$ cat config.mk
export PLATFORM = sky130hd
export DESIGN_NAME = if_fetch_unit
export DESIGN_NICKNAME = d
export VERILOG_FILES = /design/src/rtl/cpu_pkg.sv /design/src/rtl/fetch_skid_buf.sv /design/src/rtl/if_fetch_unit.sv
export SDC_FILE = /design/constraint.sdc
export NUM_CORES = 1
export LEC_CHECK = 0
export CORE_ASPECT_RATIO = 2
export CORE_MARGIN = 2
export CORE_UTILIZATION = 35
export CTS_CLUSTER_DIAMETER = 120
export CTS_CLUSTER_SIZE = 30
export DETAILED_ROUTE_END_ITERATION = 8
export GPL_TIMING_DRIVEN = 0
export SYNTH_ARGS = -nofsm -noshare
export SYNTH_HDL_FRONTEND = slang
export SYNTH_SLANG_ARGS = --single-unit
export TNS_END_PERCENT = 5
$ cat constraint.sdc
create_clock -name clk -period 2.1 [get_ports clk]
set_input_delay 0.42 -clock clk [delete_from_list [all_inputs] [get_ports clk]]
set_output_delay 0.42 -clock clk [all_outputs]
set_load 0.05 [all_outputs]
$ cat src/rtl/cpu_pkg.sv
// cpu_pkg: shared fetch-stage types and constants
package cpu_pkg;
  typedef enum logic [1:0] {IDLE, REQ, HOLD, DISCARD} fetch_state_t;
  localparam int unsigned PC_INCR = 4;
  localparam logic [31:0] NOP_INSTR = '0;
endpackage

$ cat src/rtl/fetch_skid_buf.sv
// fetch_skid_buf: one-entry instruction/pc holding register with load and clear
module fetch_skid_buf #(
  parameter int ADDR_W  = 32,
  parameter int INSTR_W = 32
) (
  input  logic               clk,
  input  logic               clear_i,
  input  logic               load_i,
  input  logic [INSTR_W-1:0] instr_i,
  input  logic [ADDR_W-1:0]  pc_i,
  output logic [INSTR_W-1:0] instr_o,
  output logic [ADDR_W-1:0]  pc_o
);
  logic [INSTR_W-1:0] instr_q;
  logic [ADDR_W-1:0]  pc_q;
  always_ff @(posedge clk) begin
    if (clear_i) begin
      instr_q <= '0;
      pc_q    <= '0;
    end else if (load_i) begin
      instr_q <= instr_i;
      pc_q    <= pc_i;
    end
  end
  assign instr_o = instr_q;
  assign pc_o    = pc_q;
endmodule

$ cat src/rtl/if_fetch_unit.sv
// if_fetch_unit: PC owner and imem req/ack fetcher feeding IF/ID with bubbles on empty cycles
module if_fetch_unit
  import cpu_pkg::*;
#(
  parameter int                ADDR_W   = 32,
  parameter int                INSTR_W  = 32,
  parameter logic [ADDR_W-1:0] RESET_PC = '0
) (
  input  logic               clk,
  input  logic               rst_n,
  input  logic               stall,
  input  logic               redirect_valid,
  input  logic [ADDR_W-1:0]  redirect_pc,
  output logic               imem_req,
  output logic [ADDR_W-1:0]  imem_addr,
  input  logic               imem_ack,
  input  logic [INSTR_W-1:0] imem_rdata,
  output logic [INSTR_W-1:0] if_instruction,
  output logic [ADDR_W-1:0]  if_pc,
  output logic [ADDR_W-1:0]  if_next_pc,
  output logic               if_valid
);
  fetch_state_t       state_q, state_d;
  logic [ADDR_W-1:0]  pc_q, pc_d, tgt_q, tgt_d, if_pc_q, if_pc_d, pend_pc;
  logic [INSTR_W-1:0] instr_q, instr_d, pend_instr;
  logic               valid_q, valid_d, pend_load;
  logic [ADDR_W-1:0]  pc_inc;
  logic [INSTR_W-1:0] nop;
  assign pc_inc = pc_q + ADDR_W'(PC_INCR);
  assign nop    = INSTR_W'(NOP_INSTR);
  fetch_skid_buf #(.ADDR_W(ADDR_W), .INSTR_W(INSTR_W)) u_skid (
    .clk     (clk),
    .clear_i (!rst_n),
    .load_i  (pend_load),
    .instr_i (imem_rdata),
    .pc_i    (pc_q),
    .instr_o (pend_instr),
    .pc_o    (pend_pc)
  );
  always_comb begin
    state_d   = state_q;
    pc_d      = pc_q;
    tgt_d     = tgt_q;
    instr_d   = instr_q;
    if_pc_d   = if_pc_q;
    valid_d   = valid_q;
    pend_load = 1'b0;
    case (state_q)
      IDLE: state_d = REQ;
      REQ: begin
        if (redirect_valid) begin
          valid_d = 1'b0;
          instr_d = nop;
          // without an ack the address must stay put until the stale fetch drains
          if (imem_ack) pc_d = redirect_pc;
          else begin
            tgt_d   = redirect_pc;
            state_d = DISCARD;
          end
        end else if (imem_ack && stall && valid_q) begin
          pend_load = 1'b1;
          pc_d      = pc_inc;
          state_d   = HOLD;
        end else if (imem_ack) begin
          instr_d = imem_rdata;
          if_pc_d = pc_q;
          valid_d = 1'b1;
          pc_d    = pc_inc;
        end else if (!stall) begin
          valid_d = 1'b0;
          instr_d = nop;
        end
      end
      HOLD: begin
        if (redirect_valid) begin
          pc_d    = redirect_pc;
          valid_d = 1'b0;
          instr_d = nop;
          state_d = REQ;
        end else if (!stall) begin
          instr_d = pend_instr;
          if_pc_d = pend_pc;
          valid_d = 1'b1;
          state_d = REQ;
        end
      end
      DISCARD: begin
        tgt_d = redirect_valid ? redirect_pc : tgt_q;
        if (imem_ack) begin
          pc_d    = redirect_valid ? redirect_pc : tgt_q;
          state_d = REQ;
        end
      end
      default: state_d = IDLE;
    endcase
  end
  always_ff @(posedge clk) begin
    if (!rst_n) begin
      state_q <= IDLE;
      pc_q    <= RESET_PC;
      tgt_q   <= '0;
      instr_q <= '0;
      if_pc_q <= '0;
      valid_q <= 1'b0;
    end else begin
      state_q <= state_d;
      pc_q    <= pc_d;
      tgt_q   <= tgt_d;
      instr_q <= instr_d;
      if_pc_q <= if_pc_d;
      valid_q <= valid_d;
    end
  end
  assign imem_req       = rst_n && (state_q == REQ || state_q == DISCARD);
  assign imem_addr      = pc_q;
  assign if_instruction = instr_q;
  assign if_pc          = if_pc_q;
  assign if_next_pc     = if_pc_q + ADDR_W'(PC_INCR);
  assign if_valid       = valid_q;
endmodule

==> metrics.txt, run 1 <==
status=finished, violations left; violated checks=setup timing; synth unique cells=just over 60; footprint of the multi-input gates=0.00520 mm²; Worst-path clk slew=70 ps; number of global-route vias before repair=roughly 9,300; pins over their slew limit=0; prevailing post-synth register cell=dfxtp_1; crit path DAT=2140 ps; CP bufs+invs=2; RSZ-0062 raised after global routing=yes; Final Util=between 40% and 50%; register bit total from synthesis=roughly 200; number of synthesized flops with an enable pin=0; largest net degree at the start of global routing=18; hold slack=440 ps; antenna violations before repair=2; P_sw=a little over 3 mW; Worst path slowest cell=dfxtp_4; Setup WS post-layout=-456 ps; Non-Filler Instances=roughly 1,800; HP Class=in -> reg; Clk pwr share=35.0%; R2R Setup Slk=0 ps; part of the power in combinational logic=22.2%; Crit Path Category=reg -> out; critical path's top delay family=simple AND/OR/NAND/NOR gates; Detailed Route WL=35.2 mm; All-Layer GR Usage=24.7%; Final setup viols=23; final total power=around 9.5 mW; Die Ht=between 200 and 250 µm; crit path launch type=flop; Via density=between 5 and 6; f_max=between 300 and 400 MHz; met2 Use GR=46.5%; Post-Route Skew=11.0 ps; fin nets=~1,500; Setup WS pre-CTS=-937 ps; final worst path period need=around 2600 ps; CTS Buffer Depth=2; share of cells above drive strength 1=17.2%; vias post-DR=9,764; final worst path period share=122%; worst-skew pair later-pin latency=450 ps; Ys Warns=0; CTS tree=done; fillers=2,656; LEAKAGE=between 4 and 5 nW; Initial Utilization=between 30% and 40%; Min-Delay Endpoint=state_q[1]$_SDFFE_PN0P_; Sw Share=around a third; sequential share of power=approximately 43%; Final GP Congestion=0.928; Layout area overhead=39.6%; Seq. cell area=0.00397 mm²; met3 usage=between 3 and 4%; met1 usage=between 20% and 30%; gr busiest metal=met2; dpl hpwl=approximately 27 mm; first-pass GRT wire length=between 50 and 60 mm; Reg-to-Reg End=imem_addr[31]$_SDFFE_PN0P_; crit end category=output port; placed cell count=between 1,500 and 2,000; Crit Path Max Fanout=4; proportion of synthesized flip-flops having asynchronous set or reset=0%; Power Internal=approximately 6.3 mW; worst vdd ir=roughly 0.0006 V; grt ovf=0; io pins=199; total die area=roughly 0.028 mm²; Hold Fails Final Rpt=0; Root Driver=clkbuf_16; I/O Buffers=slightly below 200; H-tree Lvls=4; Post-CTS Hold Fix Bufs=0; Worst Path Required=about 1700 ps; power per cell area=between 700 and 800 mW/mm²; Synth Net Count=1,268; post-DR wirelength/cell=between 15 and 20 µm; Syn Area/Cell=between 7 and 8 µm²; drt drc=0; relative slew slack=a little under half; Reg-to-Reg Start=imem_addr[19]$_SDFFE_PN0P_; hold-critical path depth=3; max incr delay on CP=370 ps; Critical Path, Cell by Cell=and4_4 -> nand4_1 -> buf_4 -> nor3_4 -> nand3_2 -> xnor2_4 -> buf_6; Worst Reg-to-Reg Cells=6; router iterations before antenna repair=6; Die Width=approximately 120 µm; Initial DRC Count=around 670; CTS Buf Count=17; Hold Path Origin=imem_ack; mapped cell area=~0.0094 mm²; Placement Rows=84; Gate Count Post-Synth=~1,200; Sink Count=approximately 200; max-cap violation count=0; Seq/Total Area, Yosys=between 40% and 50%; Worst-Margin Slew=about 800 ps; placeable core area=0.0263 mm²; Antenna Nets Post-Route=0
-- cells in the mapped netlist (3+ instances only) --
master      n  area share (%)
a31oi_1    10            0.67
o211ai_1    6            0.48
nor2b_1     4            0.27
clkbuf_8    5            0.73
nand3_1    30             1.6
nor2_1     92             3.7
a221oi_1    9            0.84
o22ai_1    15             1.0
nand2b_1    3            0.20
buf_4       6            0.48
nand4_1    17             1.1
and2_1      4            0.27
xor2_1      8            0.75
buf_1       6            0.24
nor4_1     11            0.73
o311ai_0    4            0.37
a22oi_1    34             2.7
clkbuf_1   53             2.1
inv_1      23            0.92
dfxtp_1   195              42
mux2i_1    30             3.2
o21ai_0    41             2.2
and3_1      6            0.40
nand2_1   261              10
a211oi_1   71             5.7
and4_1      7            0.65
buf_2      33             1.8
or2_2       3            0.20
a311oi_1    5            0.47
nor3_1     17            0.91
xnor2_1    22             2.1
o21a_1      4            0.32
a21oi_1   124             6.6
-- metrics by stage --
step	instance area [µm²]	setup TNS (ps)
after CTS	12800	-6560
after floorplan	9590	-3930
after global routing	13100	-11150
after detailed placement	12000	-65410
after global placement	12000	-63420
final	13100	-5930
-- tightest hold or removal path, cell delays in order --
cell and delay (ps):
buf_2 180, o21ai_0 170, a21oi_1 60
-- cell families (layout without fill, tap and decap cells) --
kind of cell               count (synthesis)  after routing  synth area share (%)
adders and majority gates                  2              2                 0.267
and+or+nand+nor                          467            467                  21.9
muxes                                     30             30                  3.20
other                                      0              2                     0
xor gates and xnor gates                  30             30                  2.80
buffers and inverters                    131            393                  6.94
AOI/OAI and AO/OA                        342            342                  23.2
DFF                                      195            195                  41.6
-- registers in the layout, indices dropped and copies added, names as in the netlist --
signal          cells
tgt_q              32
if_valid            1
u_skid.pc_o        32
if_pc              32
imem_addr          32
state_q             2
if_instruction     32
u_skid.instr_o     32
-- how the worst max path moves through the flow --
stage	from	to	slack, ps	cells after the start
final	if_pc[12]$_SDFFE_PN0P_	if_next_pc[28]	-460	7
after global routing	if_pc[12]$_SDFFE_PN0P_	if_next_pc[28]	-560	7
after CTS	if_pc[9]$_SDFFE_PN0P_	if_next_pc[28]	-480	7
after detailed placement	if_pc[2]$_SDFFE_PN0P_	if_next_pc[18]	-940	7
after global placement	if_pc[2]$_SDFFE_PN0P_	if_next_pc[28]	-930	7
after floorplan	if_pc[2]$_SDFFE_PN0P_	if_next_pc[28]	-280	6
-- routing by layer --
layer / vias up / routed length [µm] / share of wire (%)
met5: - / 0 / 0
met4: 0 / 2070 / 5.9
met3: 102 / 1670 / 4.7
met2: 386 / 19100 / 54
met1: 4550 / 12400 / 35
li1: 4726 / - / -
-- area by class of cell --
cell class	count	area share (%)
Clock buffer	20	3.58
Multi-Input combinational cell	871	39.7
Sequential cell	195	30.4
Antenna cell	2	0.0383
Buffer	107	4.68
Tap cell	344	3.29
Inverter	24	0.717
Timing Repair Buffer	231	16.7
Clock inverter	11	0.909
-- power groups by stage --
stage	Sequential (mW)	Clock (mW)	Combinational [mW]
after global placement	4.15	0	2.06
after CTS	4.05	3.36	2.07
final	4.05	3.30	2.10
after floorplan	4.57	0	0.834
after global routing	4.07	3.50	2.21
after detailed placement	4.16	0	2.07
-- placed cells by master, fill, tap and decap left out, types with 7 or more instances in the layout --
cell             count
dfxtp_4             16
inv_1               22
mux2i_1             30
nand2_1            257
clkbuf_16           18
clkbuf_2            14
buf_2               32
xnor2_1              8
nor2_1              87
dfxtp_2              7
buf_6               22
o21ai_0             41
clkbuf_1            41
a22oi_1             34
clkbuf_8             8
nand3_1             23
a211oi_1            71
dlygate4sd2_1       59
nor4_1              10
dfxtp_1            172
a21oi_1            122
clkdlybuf4s50_1    100
nor3_1              11
a221oi_1             9
buf_4               50
nand4_1             17
a31oi_1             10
xnor2_2             11
o22ai_1             15
-- repair_timing --
action,4_1_cts,5_1_grt
resized for setup,301,53
setup buffers,18,18
pin swaps,17,19
setup endpoints to repair,259,138
(Power assumes the default switching activity.)
==> inputs of run 2 (changes only) <==
--- a/config.mk
+++ b/config.mk
@@ -5,9 +5,11 @@
 export SDC_FILE = /design/constraint.sdc
 export NUM_CORES = 1
 export LEC_CHECK = 0
+export ABC_CLOCK_PERIOD_IN_PS = 2100
 export CORE_ASPECT_RATIO = 2
 export CORE_MARGIN = 2
-export CORE_UTILIZATION = 35
+export CORE_UTILIZATION = 25
+export CTS_BUF_LIST = sky130_fd_sc_hd__clkbuf_8
 export CTS_CLUSTER_DIAMETER = 120
 export CTS_CLUSTER_SIZE = 30
 export DETAILED_ROUTE_END_ITERATION = 8
==> run 2 against run 1 <==
Effect of this change:
- the flow still finishes with violations (setup timing)
- critical path depth stayed put
- die area increased by 39%
- routed wire length is 7.9% higher
- global-route usage is 5.5 points lower
- total power down 10%
- critical path type unchanged
- largest cell class unchanged
- largest power group unchanged
==> metrics.txt, run 2 (synthesis results as in run 1) <==
post-DR wirelength/cell=19.8 µm (+1.7%); Worst-path clk slew=100 ps (+30 ps); pins over their slew limit=0 (unchanged); total die area=0.0392 mm² (+39%); crit path launch type=flop; most common cell after layout, fill and taps aside=nand2_1; Crit Path Max Fanout=3 (-1); fin nets=1,510 (-0.53%); number of global-route vias before repair=9,795 (+5.5%); Setup WS post-layout=-473 ps (-17.2 ps); crit path DAT=2150 ps (about the same); Final Util=34.8% (-15 points); All-Layer GR Usage=19.2% (-5.5 points); final worst path period share=123% (+0.82 points); grt ovf=0 (unchanged); vias post-DR=9,762 (-0.020%); relative slew slack=40.0% (-5.8 points); violated checks=setup timing; power per cell area=657 mW/mm² (-9.1%); share of cells above drive strength 1=17.7% (+0.50 points); Initial DRC Count=527 (-21%); Placement Rows=100 (+19%); CTS tree=done; H-tree Lvls=4 (unchanged); first-pass GRT wire length=57.3 mm (+7.3%); Setup WS pre-CTS=-1010 ps (-75.8 ps); crit end category=output port; worst-skew pair later-pin latency=500 ps (+50 ps); Final setup viols=27 (+17%); Sink Count=195 (unchanged); Final GP Congestion=0.912 (-1.7%); Detailed Route WL=38.0 mm (+7.9%); Layout area overhead=37.9%; CTS Buf Count=17 (unchanged); max-cap violation count=0 (unchanged); antenna violations before repair=4 (+2); Initial Utilization=25.2% (-10 points); Die Ht=278 µm (+18%); LEAKAGE=4.92 nW (-0.78%); f_max=389 MHz (-0.67%); io pins=199 (unchanged); Worst-Margin Slew=893 ps (+83.7 ps); router iterations before antenna repair=5 (-1); final total power=8.49 mW (-10%); I/O Buffers=195 (unchanged); Root Driver=clkbuf_8; fillers=3,909 (+47%); CTS Buffer Depth=2 (unchanged); Post-CTS Hold Fix Bufs=0 (unchanged); Die Width=141 µm (+18%); Crit Path Category=reg -> out; placeable core area=0.0372 mm² (+41%); worst vdd ir=0.000374 V (-36%); Via density=5.10 (-5.8%); Antenna Nets Post-Route=0 (unchanged); Post-Route Skew=10.9 ps (-0.146 ps); HP Class=in -> reg; status=finished, violations left; RSZ-0062 raised after global routing=yes; drt drc=0 (unchanged); Worst Path Required=1680 ps (about the same); dpl hpwl=29.9 mm (+11%); Hold Fails Final Rpt=0 (unchanged); final worst path period need=2570 ps (+17.2 ps); largest net degree at the start of global routing=19 (+1); most frequent cells in the layout=nand2_1 (257), dfxtp_1 (168), a21oi_1 (122)
run 2: cell count changes in the layout (fill, tap and decap cells not counted), moves of 5 or more:
cell	before	now
clkbuf_8	8	23
clkbuf_16	18	0
buf_6	22	27
buf_4	50	41
dlygate4sd2_1	59	88
clkdlybuf4s50_1	100	66
run 2: layout make-up:
| type | instances | area [µm²] | area share, % |
|---|---|---|---|
| well taps | 459 | 574 | 4.44 |
| multi-input cells | 871 | 5200 | 40.2 |
| flip-flops and latches | 195 | 3980 | 30.8 |
| clock buffers | 18 | 248 | 1.92 |
| repair buffers | 223 | 2080 | 16.1 |
| diodes | 4 | 10.0 | 0.0774 |
| inverters | 24 | 93.8 | 0.726 |
| plain buffers | 107 | 611 | 4.72 |
| clock inverters | 14 | 126 | 0.978 |
run 2: metrics by stage:
stage	instance area (µm²)	cells	TNS [ps]	hold slack (ps)
finish	12900	1915	-7300	397
global route	12900	1915	-12230	390
CTS	12800	1906	-8570	352
detailed placement	12100	1851	-66910	446
global placement	12100	1851	-60420	439
floorplan	9590	1197	-3930	432
run 2: critical path: stages (launching register included):
cell	delay, ps
dfxtp_4	360
and4_4	250
nand4_1	180
buf_4	200
nor3_4	180
nand3_2	150
xnor2_4	170
buf_6	170
run 2: worst paths after layout:
check / startpoint / end / slack (ps) / depth (start not counted)
worst min-delay path: imem_ack / state_q[1]$_SDFFE_PN0P_ / 400 / 3
worst max-delay path: if_pc[13]$_SDFFE_PN0P_ / if_next_pc[28] / -470 / 7
worst min register to register: u_skid.pc_o[4]$_SDFFE_PN0P_ / u_skid.pc_o[4]$_SDFFE_PN0P_ / 460 / 2
worst max register to register: state_q[0]$_SDFFE_PN0P_ / if_instruction[4]$_SDFFE_PN0P_ / -10 / 7
run 2: report_power, final:
group	internal [mW]	leakage (nW)	switching (mW)
Clock	0.886	0.186	1.47
Combinational	0.675	3.13	1.40
Sequential	3.86	1.60	0.194
Total	5.42	4.92	3.07
run 2: metal layers:
layer | track usage (%) | part of all wire, % | up-vias | wire length (µm)
li1 | - | - | 4718 | -
met1 | 18.8 | 35 | 4612 | 13300
met2 | 36.8 | 56 | 341 | 21100
met3 | 2.54 | 3.6 | 91 | 1370
met4 | 12.5 | 5.8 | 0 | 2210
met5 | 0 | 0 | - | 0
run 2: timing repair:
action                                 CTS  global route
resized for setup                      359            55
endpoints found under the hold margin    0             0
pin swaps                               18            13
setup endpoints to repair              300           138
buffers inserted                        23             5
==> inputs of run 3 (changes only) <==
--- a/config.mk
+++ b/config.mk
@@ -8,12 +8,13 @@
 export ABC_CLOCK_PERIOD_IN_PS = 2100
 export CORE_ASPECT_RATIO = 2
 export CORE_MARGIN = 2
-export CORE_UTILIZATION = 25
+export CORE_UTILIZATION = 43
 export CTS_BUF_LIST = sky130_fd_sc_hd__clkbuf_8
 export CTS_CLUSTER_DIAMETER = 120
 export CTS_CLUSTER_SIZE = 30
 export DETAILED_ROUTE_END_ITERATION = 8
 export GPL_TIMING_DRIVEN = 0
+export PLACE_DENSITY = 0.69
 export SYNTH_ARGS = -nofsm -noshare
 export SYNTH_HDL_FRONTEND = slang
 export SYNTH_SLANG_ARGS = --single-unit
==> run 3 against run 2 <==
Effect of this change:
- the flow still finishes with violations (setup timing)
- largest cell class unchanged
- final cell count fell by 9.7%
- clock skew rose by 4.9 ps
- critical path type unchanged
- critical path depth unchanged
- utilization up 25 points
==> metrics.txt, run 3 (synthesis results as in run 1) <==
status=finished, violations left; violated checks=setup timing; RSZ-0062 raised after global routing=yes; Initial DRC Count=625 (+19%); total die area=0.0231 mm² (-41%); fin nets=1,515 (+0.33%); Final GP Congestion=0.933 (+2.3%); most frequent cells in the layout=nand2_1 (256), dfxtp_1 (163), a21oi_1 (123); sequential share of power=47.5% (-0.2 points); io pins=199 (unchanged); post-DR wirelength/cell=19.8 µm (about the same); Crit Path Max Fanout=4 (+1); CTS Buf Count=17 (unchanged); DR WL met2=18.5 mm (-12%); f_max=395 MHz (+1.7%); Hold Fails Final Rpt=0 (unchanged); crit end category=output port; part of the power in combinational logic=24.3% (about the same); vias post-DR=9,828 (+0.68%); power per cell area=667 mW/mm² (+1.6%); Clk pwr share=28.2% (+0.4 points); router iterations before antenna repair=5 (unchanged); Final Cell Area=0.0128 mm² (-1.1%); crit path DAT=2110 ps (-40 ps); Worst-path clk slew=110 ps (about the same); placeable core area=0.0215 mm² (-42%); Placement Rows=76 (-24%); Via density=5.68 (+11%); CTS tree=done; Sw Share=36.3% (+0.19 points); worst vdd ir=0.000401 V (+7.0%); final worst path period need=2530 ps (-42.5 ps); largest net degree at the start of global routing=20 (+1); grt ovf=0 (unchanged); Initial Utilization=43.6% (+18 points); Power Internal=5.43 mW (+0.22%); drt drc=0 (unchanged); Worst-Margin Slew=729 ps (-164 ps); dpl hpwl=26.1 mm (-13%); number of global-route vias before repair=9,462 (-3.4%); Root Driver=clkbuf_8; antenna fix cells=0 (-4); max-cap violation count=0 (unchanged); top layer in use=met4; pins over their slew limit=0 (unchanged); relative slew slack=51.2% (+11 points); Antenna Nets Post-Route=0 (unchanged); detailed route wirelength on metal3=1.68 mm (+23%); first-pass GRT wire length=52.5 mm (-8.4%); antenna violations before repair=0 (-4); Die Width=108 µm (-23%); hold slack=354 ps (-42.5 ps); P_sw=3.10 mW (+1.0%); Setup WS pre-CTS=-1010 ps (+6.33 ps); CTS Buffer Depth=2 (unchanged); dpl cell area=0.0119 mm² (-1.9%); share of cells above drive strength 1=17.8% (+0.077 points); Layout area overhead=36.4%; final worst path period share=120% (-2.0 points); Sink Count=195 (unchanged); All-Layer GR Usage=29.8% (+11 points); crit path launch type=flop; H-tree Lvls=4 (unchanged); Die Ht=213 µm (-23%); Crit Path Category=reg -> out; Post-Route Skew=15.8 ps (+4.92 ps); final total power=8.53 mW (+0.52%); Final setup viols=31 (+15%); Worst Path Required=1680 ps (about the same); I/O Buffers=195 (unchanged); Detailed Route WL=34.3 mm (-9.6%); Met1 Wirelength=11.8 mm (-11%); LEAKAGE=5.06 nW (+2.9%); most common cell after layout, fill and taps aside=nand2_1; fillers=2,045 (-48%); HP Class=in -> reg; worst-skew pair later-pin latency=500 ps (about the same); Setup WS post-layout=-430 ps (+42.5 ps)
-- run 3: cell count changes in the layout (fill, tap and decap cells not counted), moves of 5 or more --
cell             previous run  this run
dlymetal6s2s_1              2        13
buf_2                      29        35
clkbuf_1                   38        44
dfxtp_2                    10        15
dfxtp_1                   168       163
clkbuf_2                   17        11
clkdlybuf4s50_1            66        74
dlygate4sd2_1              88        75
-- run 3: layout make-up --
| type | count | area, µm² | share of cell area, % |
|---|---|---|---|
| Buffer | 107 | 616 | 4.81 |
| Timing Repair Buffer | 228 | 2160 | 16.9 |
| Tap cell | 273 | 342 | 2.67 |
| Multi-Input combinational cell | 871 | 5220 | 40.8 |
| Sequential cell | 195 | 3990 | 31.2 |
| Clock inverter | 15 | 143 | 1.12 |
| Inverter | 24 | 90.1 | 0.704 |
| Clock buffer | 17 | 234 | 1.83 |
-- run 3: timing repair --
action | in CTS | in global routing
endpoints found under the setup margin | 271 | 153
pin swaps | 24 | 19
setup buffers | 24 | 10
resized for setup | 334 | 62
hold buffers | 0 | 0
-- run 3: worst paths after layout --
check	start	to	slack [ps]	cells after the start
setup reg to reg	state_q[1]$_SDFFE_PN0P_	if_pc[15]$_SDFFE_PN0P_	-20	8
hold reg to reg	tgt_q[25]$_SDFFE_PN0P_	tgt_q[25]$_SDFFE_PN0P_	460	2
setup / recovery	if_pc[18]$_SDFFE_PN0P_	if_next_pc[31]	-430	7
hold / removal	imem_ack	state_q[1]$_SDFFE_PN0P_	350	3
-- run 3: worst max-delay path: stages, from the launching register on --
cell and delay [ps]:
dfxtp_4 350, and4_4 240, nand4_1 130, buf_6 170, nor3_4 250, nand3_4 140
xnor2_4 160, buf_6 170
-- run 3: metal layers --
layer / track usage [%] / vias to the layer above
met5: 0 / -
met4: 20.7 / 0
met3: 3.91 / 118
met2: 54.0 / 400
met1: 31.0 / 4589
li1: - / 4721
-- run 3: per-stage QoR --
stage,TNS [ps],utilization (%),cells
after global routing,-15400,59.5,1730
after detailed placement,-59430,55.3,1665
after global placement,-57690,55.3,1665
after floorplan,-3930,-,1197
final,-7640,59.5,1730
after CTS,-8200,58.6,1721
-- run 3: power groups by stage --
stage	Sequential [mW]	Combinational, mW	Clock, mW
4_1_cts	4.04	2.06	2.44
5_1_grt	4.07	2.19	2.59
3_3_place_gp	4.15	2.05	0
6_report	4.05	2.08	2.41
3_5_place_dp	4.16	2.05	0
2_1_floorplan	4.57	0.834	0
